==> src/rtl/mantissa_mul_pkg.sv <==
// -----------------------------------------------------------------------------
// mantissa_mul_pkg
// Shared types and constants for the mantissa multiplier arbiter.
//   arb_state_t : controller state (IDLE, MUL, PIPE, RESP)
//   N_DEFAULT   : default mantissa width, hidden bit included
//   TXN_CNT_W   : width of the completed-transaction counter
// -----------------------------------------------------------------------------
package mantissa_mul_pkg;

    typedef enum logic [1:0] {
        IDLE = 2'd0,
        MUL  = 2'd1,
        PIPE = 2'd2,
        RESP = 2'd3
    } arb_state_t;

    localparam int N_DEFAULT = 11;
    localparam int TXN_CNT_W = 16;

endpackage

==> src/rtl/mantissa_mul_arbiter_rr_arbiter.sv <==
// -----------------------------------------------------------------------------
// rr_arbiter
// Purely combinational round-robin picker. The search starts at index ptr and
// walks upward modulo NREQ; the first asserted request wins.
// Ports:
//   req   [NREQ-1:0]  : request vector
//   ptr   [PTR_W-1:0] : highest-priority index for this search
//   grant [NREQ-1:0]  : one-hot grant, all-zero when req is all-zero
// -----------------------------------------------------------------------------
module rr_arbiter #(
    parameter int NREQ  = 4,
    parameter int PTR_W = 2
) (
    input  logic [NREQ-1:0]  req,
    input  logic [PTR_W-1:0] ptr,
    output logic [NREQ-1:0]  grant
);

    logic found;
    int   idx;

    always_comb begin
        grant = '0;
        found = 1'b0;
        idx   = 0;
        for (int k = 0; k < NREQ; k++) begin
            // Rotate the search origin to ptr without a modulo operator.
            idx = int'(ptr) + k;
            if (idx >= NREQ) begin
                idx = idx - NREQ;
            end
            if (!found && req[idx]) begin
                grant[idx] = 1'b1;
                found      = 1'b1;
            end
        end
    end

endmodule

==> src/rtl/mantissa_mul_arbiter.sv <==
// -----------------------------------------------------------------------------
// mantissa_mul_arbiter
// Shares one unsigned N x N mantissa multiplier among NREQ requesters.
// Flow: IDLE (grant + capture) -> MUL -> [PIPE] -> RESP (hold until accepted).
//
// Optional build macro:
//   MANTISSA_MUL_PIPE_EN : adds the PIPE state, re-registering the product for
//                          one extra cycle (latency 3 instead of 2).
//
// Ports:
//   clk         : clock, rising edge
//   rst         : asynchronous active-low reset
//   req_valid   [NREQ]   : requester has operands
//   req_ready   [NREQ]   : one-hot accept, only in IDLE and only out of reset
//   req_a/req_b [NREQ*N] : operands, requester i at bits [i*N +: N]
//   resp_valid  [NREQ]   : product available for the owning requester
//   resp_ready  [NREQ]   : product accepted; only the owner's bit is used
//   resp_data   [2N]     : full product, shared bus
//   busy                 : controller not in IDLE
//   txn_count   [16]     : completed transactions, wraps
//   dbg_state            : current controller state
//
// Handshake: a transfer happens on the rising edge where valid and ready are
// both high. Requesters hold valid and operands stable until accepted; the
// product is held on resp_data with resp_valid high until resp_ready of the
// owner is seen.
// -----------------------------------------------------------------------------
module mantissa_mul_arbiter
    import mantissa_mul_pkg::*;
#(
    parameter int N    = N_DEFAULT,
    parameter int NREQ = 4
) (
    input  logic                 clk,
    input  logic                 rst,
    input  logic [NREQ-1:0]      req_valid,
    output logic [NREQ-1:0]      req_ready,
    input  logic [NREQ*N-1:0]    req_a,
    input  logic [NREQ*N-1:0]    req_b,
    output logic [NREQ-1:0]      resp_valid,
    input  logic [NREQ-1:0]      resp_ready,
    output logic [2*N-1:0]       resp_data,
    output logic                 busy,
    output logic [TXN_CNT_W-1:0] txn_count,
    output arb_state_t           dbg_state
);

    localparam int PTR_W = $clog2(NREQ);

    arb_state_t       state;
    logic [PTR_W-1:0] ptr;
    logic [PTR_W-1:0] owner;
    logic [N-1:0]     op_a;
    logic [N-1:0]     op_b;
    logic [NREQ-1:0]  grant;
    logic [PTR_W-1:0] grant_idx;
    logic [2*N-1:0]   product;
`ifdef MANTISSA_MUL_PIPE_EN
    logic [2*N-1:0]   prod_q;
`endif

    rr_arbiter #(
        .NREQ  (NREQ),
        .PTR_W (PTR_W)
    ) u_rr_arbiter (
        .req   (req_valid),
        .ptr   (ptr),
        .grant (grant)
    );

    // One-hot grant to index; at most one bit is set.
    always_comb begin
        grant_idx = '0;
        for (int i = 0; i < NREQ; i++) begin
            if (grant[i]) begin
                grant_idx = PTR_W'(i);
            end
        end
    end

    // The single shared multiplier; zero-extended so no product bit is lost.
    assign product = {{N{1'b0}}, op_a} * {{N{1'b0}}, op_b};

    // Gated by rst so nothing is offered while reset is held.
    assign req_ready = (rst && (state == IDLE)) ? grant : '0;
    assign busy      = (state != IDLE);
    assign dbg_state = state;

    always_ff @(posedge clk or negedge rst) begin
        if (!rst) begin
            state      <= IDLE;
            ptr        <= '0;
            owner      <= '0;
            op_a       <= '0;
            op_b       <= '0;
            resp_valid <= '0;
            resp_data  <= '0;
            txn_count  <= '0;
`ifdef MANTISSA_MUL_PIPE_EN
            prod_q     <= '0;
`endif
        end else begin
            case (state)
                IDLE: begin
                    if (|(req_valid & req_ready)) begin
                        op_a  <= req_a[grant_idx*N +: N];
                        op_b  <= req_b[grant_idx*N +: N];
                        owner <= grant_idx;
                        state <= MUL;
                    end
                end
                MUL: begin
`ifdef MANTISSA_MUL_PIPE_EN
                    prod_q     <= product;
                    state      <= PIPE;
`else
                    resp_data  <= product;
                    resp_valid <= NREQ'(1) << owner;
                    state      <= RESP;
`endif
                end
`ifdef MANTISSA_MUL_PIPE_EN
                PIPE: begin
                    resp_data  <= prod_q;
                    resp_valid <= NREQ'(1) << owner;
                    state      <= RESP;
                end
`endif
                RESP: begin
                    // Only the owner's resp_ready can complete the transfer.
                    if (resp_ready[owner]) begin
                        resp_valid <= '0;
                        ptr        <= (owner == PTR_W'(NREQ - 1)) ? '0 : owner + 1'b1;
                        txn_count  <= txn_count + 1'b1;
                        state      <= IDLE;
                    end
                end
                default: begin
                    state <= IDLE;
                end
            endcase
        end
    end

endmodule

==> config.mk <==
export PLATFORM = sky130hd
export DESIGN_NAME = mantissa_mul_arbiter
export DESIGN_NICKNAME = d
export VERILOG_FILES = /design/src/rtl/mantissa_mul_pkg.sv /design/src/rtl/mantissa_mul_arbiter_rr_arbiter.sv /design/src/rtl/mantissa_mul_arbiter.sv
export SDC_FILE = /design/constraint.sdc
export NUM_CORES = 1
export LEC_CHECK = 0
export BUFFER_PORTS_ARGS = -buffer_cell sky130_fd_sc_hd__buf_2
export CAP_MARGIN = 20
export CORE_ASPECT_RATIO = 1.75
export CORE_UTILIZATION = 30
export CTS_CLUSTER_SIZE = 16
export DETAILED_ROUTE_END_ITERATION = 8
export GPL_TIMING_DRIVEN = 1
export PLACE_DENSITY = 0.48
export SETUP_SLACK_MARGIN = 0.4
export SYNTH_ARGS = -nofsm -noshare
export SYNTH_HDL_FRONTEND = slang
export SYNTH_SLANG_ARGS = --single-unit
==> constraint.sdc <==
create_clock -name clk -period 10.89 [get_ports clk]
set_input_delay 1.6335 -clock clk [delete_from_list [all_inputs] [get_ports clk]]
set_output_delay 1.6335 -clock clk [all_outputs]
set_load 0.01 [all_outputs]
# ---- After elaboration in Yosys (flattened, before gate mapping)
# Cells that the tools add are included.
dict set report totals {
  regBits 70
  inputBits 98
  wordCells 106
  output_inout_bits 49
}
dict set report classes {
  mux 43
  n_addsub 9
  n_eq_ne 5
  n_shift 3
  bitwise 4
  n_reduce_logical 19
  n_mul 2
  magnitude_cmp 13
}
# operator n
set op_table {}
lappend op_table {{$ge A32 B1 Y1 const B} 4}
lappend op_table {{$lt A32 B4 Y1 const B} 4}
lappend op_table {{$mux W32} 4}
lappend op_table {{$ge A32 B4 Y1 const B} 3}
lappend op_table {{$sub A32 B4 Y32 const B} 3}
lappend op_table {{$shiftx A44 B7 Y11} 2}
lappend op_table {{$mux W4} 6}
lappend op_table {{$mul A11 B11 Y22} 1}
lappend op_table {{$mux W1} 17}
lappend op_table {{$add A16 B1 Y16 const B} 1}
lappend op_table {{$or A4 B4 Y4} 3}
lappend op_table {{$bmux W1 S2} 5}
lappend op_table {{$mux W2} 5}
lappend op_table {{$demux W1 S2} 4}
lappend op_table {{$logic_and A1 B1 Y1} 8}
lappend op_table {{$pmux W4 S2} 1}
lappend op_table {{$reduce_and A2 Y1} 4}
lappend op_table {{$add A2 B2 Y3 const B} 2}
lappend op_table {{$mul A2 B4 Y6 const B} 1}
lappend op_table {{$pmux W2 S3} 1}
lappend op_table {{$and A4 B4 Y4} 1}
lappend op_table {{$eq A2 B2 Y1 const B} 2}
lappend op_table {{$reduce_bool A2 Y1} 2}
lappend op_table {{$reduce_or A4 Y1} 1}
lappend op_table {{other kinds (11)} 13}

# ---- Logic depth before layout (Yosys ltp)
# Gate-level depths: netlist of run 1.
dict set report depth {
  depth_word 20
  depth_mapped 20
  mapped_depth_nobuf 19
}

# ---- By module
# From an unflattened synthesis of run 1, not the netlist that was laid out.
dict set report hier_totals {
  cells_unflattened 904
  area_unflattened_um2 7906.3
}
# module cells_per_inst area_per_inst_um2 instances seq_area_each_um2
set by_module_without_submodules {}
lappend by_module_without_submodules {mantissa_mul_arbiter 866 7548.5 1 1751.7}
lappend by_module_without_submodules {rr_arbiter 38 357.8 1 0.0}

# ---- Least setup slack after synthesis of run 1
# OpenSTA, ideal clock, no wires.
dict set report synth_path {
  path_kind {reg-to-reg}
  start {register op_a[0]}
  end {register resp_data[21]}
  setup_time_ps 127
  stages_incl_launch_ff 19
  required_ps 10763
  t_arrival_ps 5044
  slack_ps 5719
  path_buffers 1
  period_less_slack_ps 5171
  cell_sequence {dfrtp_1 clkbuf_1 nand2_1 fa_1 fa_1 inv_1 fa_1 fa_1 inv_1 fa_1 inv_1 ha_1 a21oi_1 nand2_1 o21ai_1 o21ai_0 a2111oi_0 or4_1 nand3_1}
}
dict set report synth_via {
  elab_chain_cells 1
}
# element line_no
set synth_lines {}
lappend synth_lines {{start: declaration} mantissa_mul_arbiter.sv:53} ;# logic [N-1:0] op_a;
lappend synth_lines {{start signal: assignment} mantissa_mul_arbiter.sv:106} ;# op_a <= req_a[grant_idx*N +: N];
lappend synth_lines {{$mul A11 B11 Y22} mantissa_mul_arbiter.sv:82} ;# assign product = {{N{1'b0}}, op_a} * {{N{1'b0}}, op_b};
lappend synth_lines {{end signal: assignment} mantissa_mul_arbiter.sv:117} ;# resp_data <= product;
lappend synth_lines {{end: declaration} mantissa_mul_arbiter.sv:42} ;# output logic [2*N-1:0] resp_data,
# Every way passes these cells.
# A chain may end at the register's enable or synchronous reset.

# ---- Worst setup path after layout of run 1
dict set report layout_path {
  start {input req_valid[0]}
  end {output req_ready[1]}
}
dict set report layout_via {
  elab_chain_cells 14
  elab_cells_between_ends 29
  cone_classes {20 x mux; 3 x bitwise; 6 x reduce/logical}
}
# element line_no
set layout_lines {}
lappend layout_lines {{start: declaration} mantissa_mul_arbiter.sv:36} ;# input logic [NREQ-1:0] req_valid,
lappend layout_lines {{$bmux W1 S2} mantissa_mul_arbiter_rr_arbiter.sv:32} ;# if (!found && req[idx]) begin
lappend layout_lines {{$mux W1 (not written as such) (2 in a row)} mantissa_mul_arbiter_rr_arbiter.sv:32}
lappend layout_lines {{$mux W1} mantissa_mul_arbiter_rr_arbiter.sv:32}
lappend layout_lines {{$logic_not A1 Y1} mantissa_mul_arbiter_rr_arbiter.sv:32}
lappend layout_lines {{$logic_and A1 B1 Y1} mantissa_mul_arbiter_rr_arbiter.sv:32}
lappend layout_lines {{$mux W1} mantissa_mul_arbiter_rr_arbiter.sv:32}
lappend layout_lines {{$logic_not A1 Y1} mantissa_mul_arbiter_rr_arbiter.sv:32}
lappend layout_lines {{$logic_and A1 B1 Y1} mantissa_mul_arbiter_rr_arbiter.sv:32}
lappend layout_lines {{$mux W1} mantissa_mul_arbiter_rr_arbiter.sv:32}
lappend layout_lines {{$logic_not A1 Y1} mantissa_mul_arbiter_rr_arbiter.sv:32}
lappend layout_lines {{$logic_and A1 B1 Y1} mantissa_mul_arbiter_rr_arbiter.sv:32}
lappend layout_lines {{$mux W4 (*)} mantissa_mul_arbiter_rr_arbiter.sv:32}
lappend layout_lines {{$mux W4 (*)} mantissa_mul_arbiter.sv:85} ;# assign req_ready = (rst && (state == IDLE)) ? grant : '0;
lappend layout_lines {{end: declaration} mantissa_mul_arbiter.sv:37} ;# output logic [NREQ-1:0] req_ready,
# Mark *: on every way between the ends. The rest lies on a longest branch, timed or not. The select of a mux whose other input is x is not followed.

==> results of run 1 <==
## synth_stat cells, drive strengths merged (2+ instances only)
| master | n |
|---|---|
| a2111oi | 4 |
| a211oi | 4 |
| a21o | 7 |
| a21oi | 14 |
| a221o | 3 |
| a221oi | 2 |
| a222oi | 2 |
| a22o | 2 |
| and2 | 69 |
| and3 | 3 |
| buf | 4 |
| clkbuf | 48 |
| dfrtp | 70 |
| fa | 80 |
| ha | 70 |
| inv | 111 |
| mux2 | 26 |
| mux2i | 23 |
| mux4 | 4 |
| nand2 | 145 |
| nand2b | 4 |
| nand3 | 9 |
| nand3b | 2 |
| nand4 | 27 |
| nor2 | 19 |
| nor2b | 7 |
| nor3 | 26 |
| o211ai | 23 |
| o21a | 6 |
| o21ai | 27 |
| o21bai | 3 |
| o31ai | 3 |
| or3b | 3 |
| xnor2 | 21 |
| xor2 | 7 |
## critical path: stages
cell	delay, ns
buf_2	0.14
or3b_1	0.37
a2111oi_0	0.56
o21a_1	0.71
or3b_1	0.21
buf_4	0.28
nor2b_1	0.17
buf_2	0.14
## registers in the layout, indices dropped and copies added, names as in the netlist
signal / flops
resp_data: 22
resp_valid: 4
txn_count: 16
op_a: 11
ptr: 2
dbg_state: 2
op_b: 11
owner: 2
## per-stage QoR
stage / hold slack, ns / worst slack, ns / instance area (sq um)
after detailed placement: 0.463 / 5.09 / 9000
after floorplan: 0.476 / 5.72 / 8000
after CTS: 0.477 / 5.06 / 9320
final: 0.471 / 5.02 / 9330
after global placement: 0.457 / 5.07 / 9000
after global routing: 0.488 / 4.82 / 9330
## cells by family (layout without fill, tap and decap cells)
kind of cell | after synthesis | in the layout
simple gates | 321 | 321
buf+inv | 163 | 281
fa+ha+maj | 150 | 150
compound gates | 104 | 104
flops | 70 | 70
mux | 53 | 53
xor+xnor | 28 | 28
other cells | 0 | 1
## layer usage
metal,share of wire,vias up,global-route usage,wire [um]
met5,0,-,0,0
met2,0.58,111,0.323,12600
met3,0.022,32,0.0216,489
met4,0.028,0,0.0732,618
li1,-,3150,-,-
met1,0.37,3227,0.176,8080
## cell type report
| class | instances | area (sq um) |
|---|---|---|
| fill | 2684 | 16700 |
| multi-input combinational | 656 | 5650 |
| sequential | 70 | 1750 |
| timing repair buffer | 154 | 793 |
| inverter | 111 | 417 |
| tap | 320 | 400 |
| clock buffer | 9 | 225 |
| clock inverter | 7 | 96.3 |
| antenna | 1 | 2.50 |
## worst paths after layout
check	endpoint	slack, ns	cells after the start
max	req_ready[1]	5.02	8
max in group asynchronous	op_b[8]	8.77	2
min	resp_data[7]	0.47	1
min in group asynchronous	txn_count[7]	1.09	1
max reg2reg	resp_data[20]	5.26	16
min reg2reg	resp_data[7]	0.47	1
==> results.toml, run 1 <==
[die]
floorplan.die_area_sq_um = 27300
die_width_um = 125
placeableCoreArea_sq_um = 26100
start_util = 0.307
rows = 78
vert_die_dim_um = 218
ios = 147

[clock_network]
cts_setup_buffers = 0
cts-buffers-inserted = 9
ctsHoldBuffers = 0
tritoncts = "yes"
cts.clk_slew.worst_paths_ns = 0.06
htree_num_levels = 3
cts.repair.resized = 0
cts-root-buf = "clkbuf_16"
cts_num_sinks = 70
cts-root-to-sink-buffers = 2
clkLatencyLatePin_ns = 0.35

[drt]
total_number_of_vias = 6520
drt_wl_total_mm = 21.8
remaining_drc_errors = 0
routed_via_density = 4.91
drt-pass1-iter-count = 6
detail_route.iter0.violations = 243
wire_per_inst_um = 16.4
antenna_left = 0

[timing]
finalCritPeriodShare = 0.539
tightest_slew_ns = 0.897
timing_max_transition_violations_final = 0
timing.slew.headroom = 0.399
fmax_ghz = 0.170
totalNegativeSetupSlack_ns = 0
rsz0062_at_grt = "false"
setup-violations-final = 0
final_period_minus_worst_setup_slack_ns = 5.87
timing.final.hold_violations = 0
clock_skew_ns = 0.00900

[synthesis]
synthesis.nets = 1137
synth-compound-area-share = 0.0892
ys_seq_area_frac = 0.219
synth.avg_cell_area_sq_um = 8.99
netlist.area_leader.share = 0.219
synth_top_family_by_area = "adder cells"
synthMuxAreaShare = 0.0767
synth_cell_type_count = 50
yosysWarnings = 0
post_synth_inst_count = 889
netlist_area_sq_um = 8000
ys_dominant_reg_cell = "dfrtp_1"
synthDominantAreaCellType = "dfrtp_1"
synth-simple-area-share = 0.197
top_area_cells_in_the_synthesized_netlist = "dfrtp_1 (22%), fa_1 (20%), ha_1 (11%), nand2_1 (6.8%), and2_1 (5.4%)"
postSynth.asyncResetShare = 1.00
post_synth_xor_area_fraction = 0.0307
post_synth_fa_ha_maj_area_fraction = 0.310
synth_seq_cells = 70
synth_edf_count = 0

[grt]
globalRouteTotalUtil = 0.166
grt_pass1_vias = 6814
grt-ovfl-total = 0
number_of_antenna_violations_at_the_first_check_in_global_routing = 1
grt_max_degree = 66
grt_first_pass_wirelength_mm = 35.1

[cells_and_area]
most-common-layout-cells = "nand2_1 (145), buf_2 (145), inv_1 (111), fa_1 (80)"
layout.cells.non_filler = 1328
post_route_cells_drive_above_1_share = 0.181
post-route-util = 0.358
finalNetCount = 1250
area_growth_syn_to_layout_pct = 16.7

[run_status]
run_status = "finished, final reports clean"

[critical_path]
crit_path_max_fanout = 25
timing_worst_setup_path_type = "primary input to primary output"
critPathLaunch = "req_valid[0]"
worst_r2r_startpoint = "op_a[4]"
end_kind = "primary output"
worst-endpoint-required_ns = 9.26
cp.arrival_ns = 4.24
startpoint_type = "primary input"

[placement]
dpl.cell_count = 1310
port-buffer-count = 146
place_congestion = 0.886
dp_hpwl_mm = 17.7

[min_path]
holdCritStartpoint = "resp_data[7]"
min-delay-path-class = "flop to flop"

[flow_run]
timing.max_cap.violations = 0
Power of run 1 is left out: the tool's default activity adds up to more than one toggle a clock period on the data nets, which glitch-free logic cannot reach.
==> run 2: changes to the inputs <==
--- a/config.mk
+++ b/config.mk
@@ -12,7 +12,7 @@
 export CTS_CLUSTER_SIZE = 16
 export DETAILED_ROUTE_END_ITERATION = 8
 export GPL_TIMING_DRIVEN = 1
-export PLACE_DENSITY = 0.48
+export PLACE_DENSITY = 0.5
 export SETUP_SLACK_MARGIN = 0.4
 export SYNTH_ARGS = -nofsm -noshare
 export SYNTH_HDL_FRONTEND = slang
==> constraint.sdc (replaced) <==
create_clock -name clk -period 5.1 [get_ports clk]
set_input_delay 0.765 -clock clk [delete_from_list [all_inputs] [get_ports clk]]
set_output_delay 0.765 -clock clk [all_outputs]
set_load 0.01 [all_outputs]
==> run 2 against run 1 <==
Compared with the run above: wire length grew 6.4%; critical path type is now flop to flop; utilization grew 3.1 points; via count grew 3.7%; highest routed layer unchanged; non-clock buffer count grew 60; critical path depth grew 10.
==> results.toml, run 2 (same netlist as run 1, synthesis figures left out) <==
[placement]
port-buffer-count = 146
dp_hpwl_mm = 18.6
placement.cell_area_sq_um = 9280
dpl_ws_ns = 0.00312
place_congestion = 0.837

[drt]
drt_wl_total_mm = 23.2
wire_per_inst_um = 16.7
routed_via_density = 4.87
total_number_of_vias = 6760
drt-pass1-iter-count = 7
remaining_drc_errors = 0
antenna_left = 0
detail_route.iter0.violations = 269

[grt]
number_of_antenna_violations_at_the_first_check_in_global_routing = 0
globalRouteTotalUtil = 0.175
grt-ovfl-total = 0
grt_max_degree = 71
grt_first_pass_wirelength_mm = 36.6
grt_pass1_vias = 7193

[die]
start_util = 0.307
die_width_um = 125
vert_die_dim_um = 218
floorplan.die_area_sq_um = 27300
ios = 147
placeableCoreArea_sq_um = 26100
rows = 78

[timing]
totalNegativeSetupSlack_ns = 0
timing.final.hold_violations = 0
fin_ws_ns = 0.256
rsz0062_at_grt = "true"
fmax_ghz = 0.206
timing.hold.ws_ns = 0.469
timing.slew.headroom = 0.392
timing_max_transition_violations_final = 0
tightest_slew_ns = 0.912
clock_skew_ns = 0.0123
final_period_minus_worst_setup_slack_ns = 4.84
setup-violations-final = 0
finalCritPeriodShare = 0.950

[clock_network]
cts.clk_slew.worst_paths_ns = 0.06
clkLatencyLatePin_ns = 0.35
cts-root-buf = "clkbuf_16"
ctsHoldBuffers = 0
cts_num_sinks = 70
tritoncts = "yes"
cts-root-to-sink-buffers = 2
htree_num_levels = 3
cts-buffers-inserted = 9

[critical_path]
startpoint_type = "flop"
worst-endpoint-required_ns = 5.39
cp.arrival_ns = 5.13
crit_path_max_fanout = 5
timing_worst_setup_path_type = "flop to flop"
end_kind = "flop"

[cells_and_area]
post_route_cells_drive_above_1_share = 0.297
insertedDiodeCount = 0
reg.largest.list = "resp_data (22), txn_count (16)"
largest_register_ffs = 22
regMostFlops = "resp_data"
area_growth_syn_to_layout_pct = 26.7
layout.cells.most_common = "buf_2"
fin_area_sq_um = 10100
most-common-layout-cells = "buf_2 (148), nand2_1 (137), inv_1 (102), fa_1 (74), and2_1 (67)"
finalNetCount = 1310

[flow_run]
timing.max_cap.violations = 0

[run_status]
run_status = "finished, final reports clean"

[min_path]
min-delay-path-class = "flop to flop"
[run 2: changes by cell type in the layout (fill, tap and decap cells not counted), sizes merged]
cell and delta:
buf +60, bufinv +1, clkbuf +1, clkinv -2
diode -1
[run 2: path summary, 6_finish.rpt]
| check | startpoint | to | slack, ns | cells after the start |
|---|---|---|---|---|
| hold reg to reg | txn_count[15] | txn_count[15] | 0.47 | 1 |
| setup reg to reg | op_b[3] | resp_data[20] | 0.26 | 18 |
| min in group asynchronous | rst | txn_count[6] | 0.65 | 2 |
| hold / removal | txn_count[15] | txn_count[15] | 0.47 | 1 |
| setup / recovery | op_b[3] | resp_data[20] | 0.26 | 18 |
| max in group asynchronous | rst | op_a[5] | 3.77 | 2 |
[run 2: stage by stage]
step,instances,utilization
final,1387,0.389
after global routing,1387,0.389
after CTS,1382,0.385
after detailed placement,1335,0.356
after global placement,1335,0.356
after floorplan,889,-
[run 2: metal layers]
layer | up-vias | wire length, um | track usage
met5 | - | 0 | 0
met2 | 120 | 13900 | 0.360
met3 | 36 | 567 | 0.0221
met4 | 0 | 655 | 0.0679
li1 | 3269 | - | -
met1 | 3335 | 8070 | 0.172
[run 2: area by class of cell]
| type | count | area, sq um |
|---|---|---|
| tap | 320 | 400 |
| clock buffer | 10 | 239 |
| clock inverter | 6 | 116 |
| timing repair buffer | 214 | 1270 |
| fill | 2640 | 15900 |
| multi-input combinational | 656 | 5910 |
| inverter | 111 | 417 |
| sequential | 70 | 1770 |
[run 2: critical path: stages (launching register included)]
cell and delay [ns]:
dfrtp_2 0.43, buf_12 0.14, nand2_4 0.06, fa_1 0.45, fa_1 0.55, inv_2 0.05
fa_1 0.49, fa_1 0.53, inv_2 0.04, fa_1 0.54, inv_2 0.04, ha_4 0.24
and3_4 0.16, a21oi_4 0.13, o31ai_4 0.11, o21ai_2 0.18, o21ai_2 0.07, or4b_4 0.48
nand3_2 0.07
[run 2: repair_timing]
item | in CTS | in global routing
buffers inserted | 31 | 5
resized for setup | 52 | 23
pin swaps | 19 | 11
endpoints found under the setup margin | 10 | 10
Power of run 2 is left out for the same reason.
==> run 3: changes to the inputs <==
--- a/config.mk
+++ b/config.mk
@@ -13,7 +13,6 @@
 export DETAILED_ROUTE_END_ITERATION = 8
 export GPL_TIMING_DRIVEN = 1
 export PLACE_DENSITY = 0.5
-export SETUP_SLACK_MARGIN = 0.4
 export SYNTH_ARGS = -nofsm -noshare
 export SYNTH_HDL_FRONTEND = slang
 export SYNTH_SLANG_ARGS = --single-unit
==> run 3 against run 2 <==
Compared with the run above: worst setup slack got worse by 0.17 ns; critical path depth decreased by 2; critical path type unchanged; first-iteration DRC count down 1.1%; non-clock buffer count grew 3; clock skew decreased by 0.0023 ns; sequential cell count did not move; via count rose by 0.53%.
==> results.toml, run 3 (same netlist as run 1, synthesis figures left out) <==
[run_status]
run_status = "finished, final reports clean"

[critical_path]
timing_worst_setup_path_type = "flop to flop"
worst-endpoint-required_ns = 5.33
end_kind = "flop"
startpoint_type = "flop"
cp.arrival_ns = 5.24
reg2reg_setup_slack_ns = 0.09
crit_path_max_fanout = 6

[timing]
rsz0062_at_grt = "true"
tightest_slew_ns = 0.974
clock_skew_ns = 0.00998
timing.hold.ws_ns = 0.283
finalCritPeriodShare = 0.982
fmax_ghz = 0.200
setup-violations-final = 0
timing.slew.headroom = 0.349
timing_max_transition_violations_final = 0
timing.final.hold_violations = 0
final_period_minus_worst_setup_slack_ns = 5.01

[drt]
drt-pass1-iter-count = 4
drt_wl_total_mm = 22.6
routed_via_density = 4.89
detail_route.iter0.violations = 266
drt-met1-wl_mm = 7.84
maxUsedRoutingLayer = "met4"
remaining_drc_errors = 0
met2_wirelength_mm = 13.8
dr_wl_met3_um = 530
antenna_left = 0
wire_per_inst_um = 16.2
total_number_of_vias = 6796

[die]
floorplan.die_area_sq_um = 27300
die_width_um = 125
vert_die_dim_um = 218
start_util = 0.307
placeableCoreArea_sq_um = 26100
ios = 147
rows = 78

[placement]
place_congestion = 0.839
dpl.cell_count = 1370
dp_hpwl_mm = 19.0
placement.cell_area_sq_um = 9450
port-buffer-count = 146

[clock_network]
cts_num_sinks = 70
ctsHoldBuffers = 0
cts-buffers-inserted = 9
tritoncts = "yes"
cts-root-buf = "clkbuf_16"
clkLatencyLatePin_ns = 0.34
htree_num_levels = 3
cts-root-to-sink-buffers = 2
cts.clk_slew.worst_paths_ns = 0.06

[min_path]
min-delay-path-class = "primary input to asynchronous set/reset pin"

[cells_and_area]
post_route_cells_drive_above_1_share = 0.260
area_growth_syn_to_layout_pct = 24.3
register_area_sq_um = 1770
largest_register_ffs = 22
fin_area_sq_um = 9940
reg.largest.list = "resp_data (22), txn_count (16)"
regMostFlops = "resp_data"
layout.cells.non_filler = 1391
layout.cells.most_common = "buf_2"
post-route-util = 0.381
finalNetCount = 1313
most-common-layout-cells = "buf_2 (145), nand2_1 (144), inv_1 (111), fa_1 (78), buf_4 (70)"
multi_input_area_sq_um = 5780
fillers = 2684

[grt]
grt_max_degree = 57
grt_pass1_vias = 7104
grt_first_pass_wirelength_mm = 35.8
globalRouteTotalUtil = 0.170
grt-ovfl-total = 0
number_of_antenna_violations_at_the_first_check_in_global_routing = 0

[flow_run]
timing.max_cap.violations = 0
## run 3: final cells by class
class / count / share of cell area
multi-input combinational: 656 / 0.581
sequential: 70 / 0.178
timing repair buffer: 217 / 0.128
inverter: 111 / 0.0419
tap: 320 / 0.0403
clock buffer: 12 / 0.0258
clock inverter: 3 / 0.00441
antenna: 2 / 0.000503
## run 3: critical path, cell delays in order, from the launching register on
cell and delay, ns:
dfrtp_1 0.44, and2_1 0.21, fa_1 0.48, fa_1 0.59, fa_1 0.45, fa_1 0.55, inv_1 0.06, fa_1 0.53
inv_1 0.04, ha_1 0.29, a21o_1 0.16, a21o_1 0.18, a21oi_2 0.14, o21ai_2 0.10, a21o_1 0.20, a21o_1 0.20
a221o_1 0.29
## run 3: path summary, 6_finish.rpt
path | start | end | depth (start not counted)
worst min-delay path | rst | resp_data[4] | 1
min in group clk | txn_count[15] | txn_count[15] | 1
worst max-delay path | op_a[6] | resp_data[17] | 16
max in group asynchronous | rst | op_b[2] | 2
worst min register to register | txn_count[15] | txn_count[15] | 1
worst max register to register | op_a[6] | resp_data[17] | 16
## run 3: what timing repair did
action / CTS / global route
setup buffers: 1 / 3
setup endpoints to repair: 6 / 7
pin swaps: 5 / 11
resized for setup: 18 / 26
hold endpoints to repair: 0 / 0
## run 3: metrics by stage
step | setup TNS, ns | worst slack, ns
after floorplan | 0 | 0.0145
after global placement | -0.459 | -0.176
after detailed placement | -0.608 | -0.198
after CTS | -0.0334 | -0.0334
after global routing | -0.119 | -0.0500
final | 0 | 0.0897
## run 3: routing by layer
layer  vias up  global-route usage
met2       122               0.355
li1       3280                   -
met5         -                   0
met1      3372               0.170
met3        22              0.0164
met4         0              0.0569
Power of run 3 is left out for the same reason.
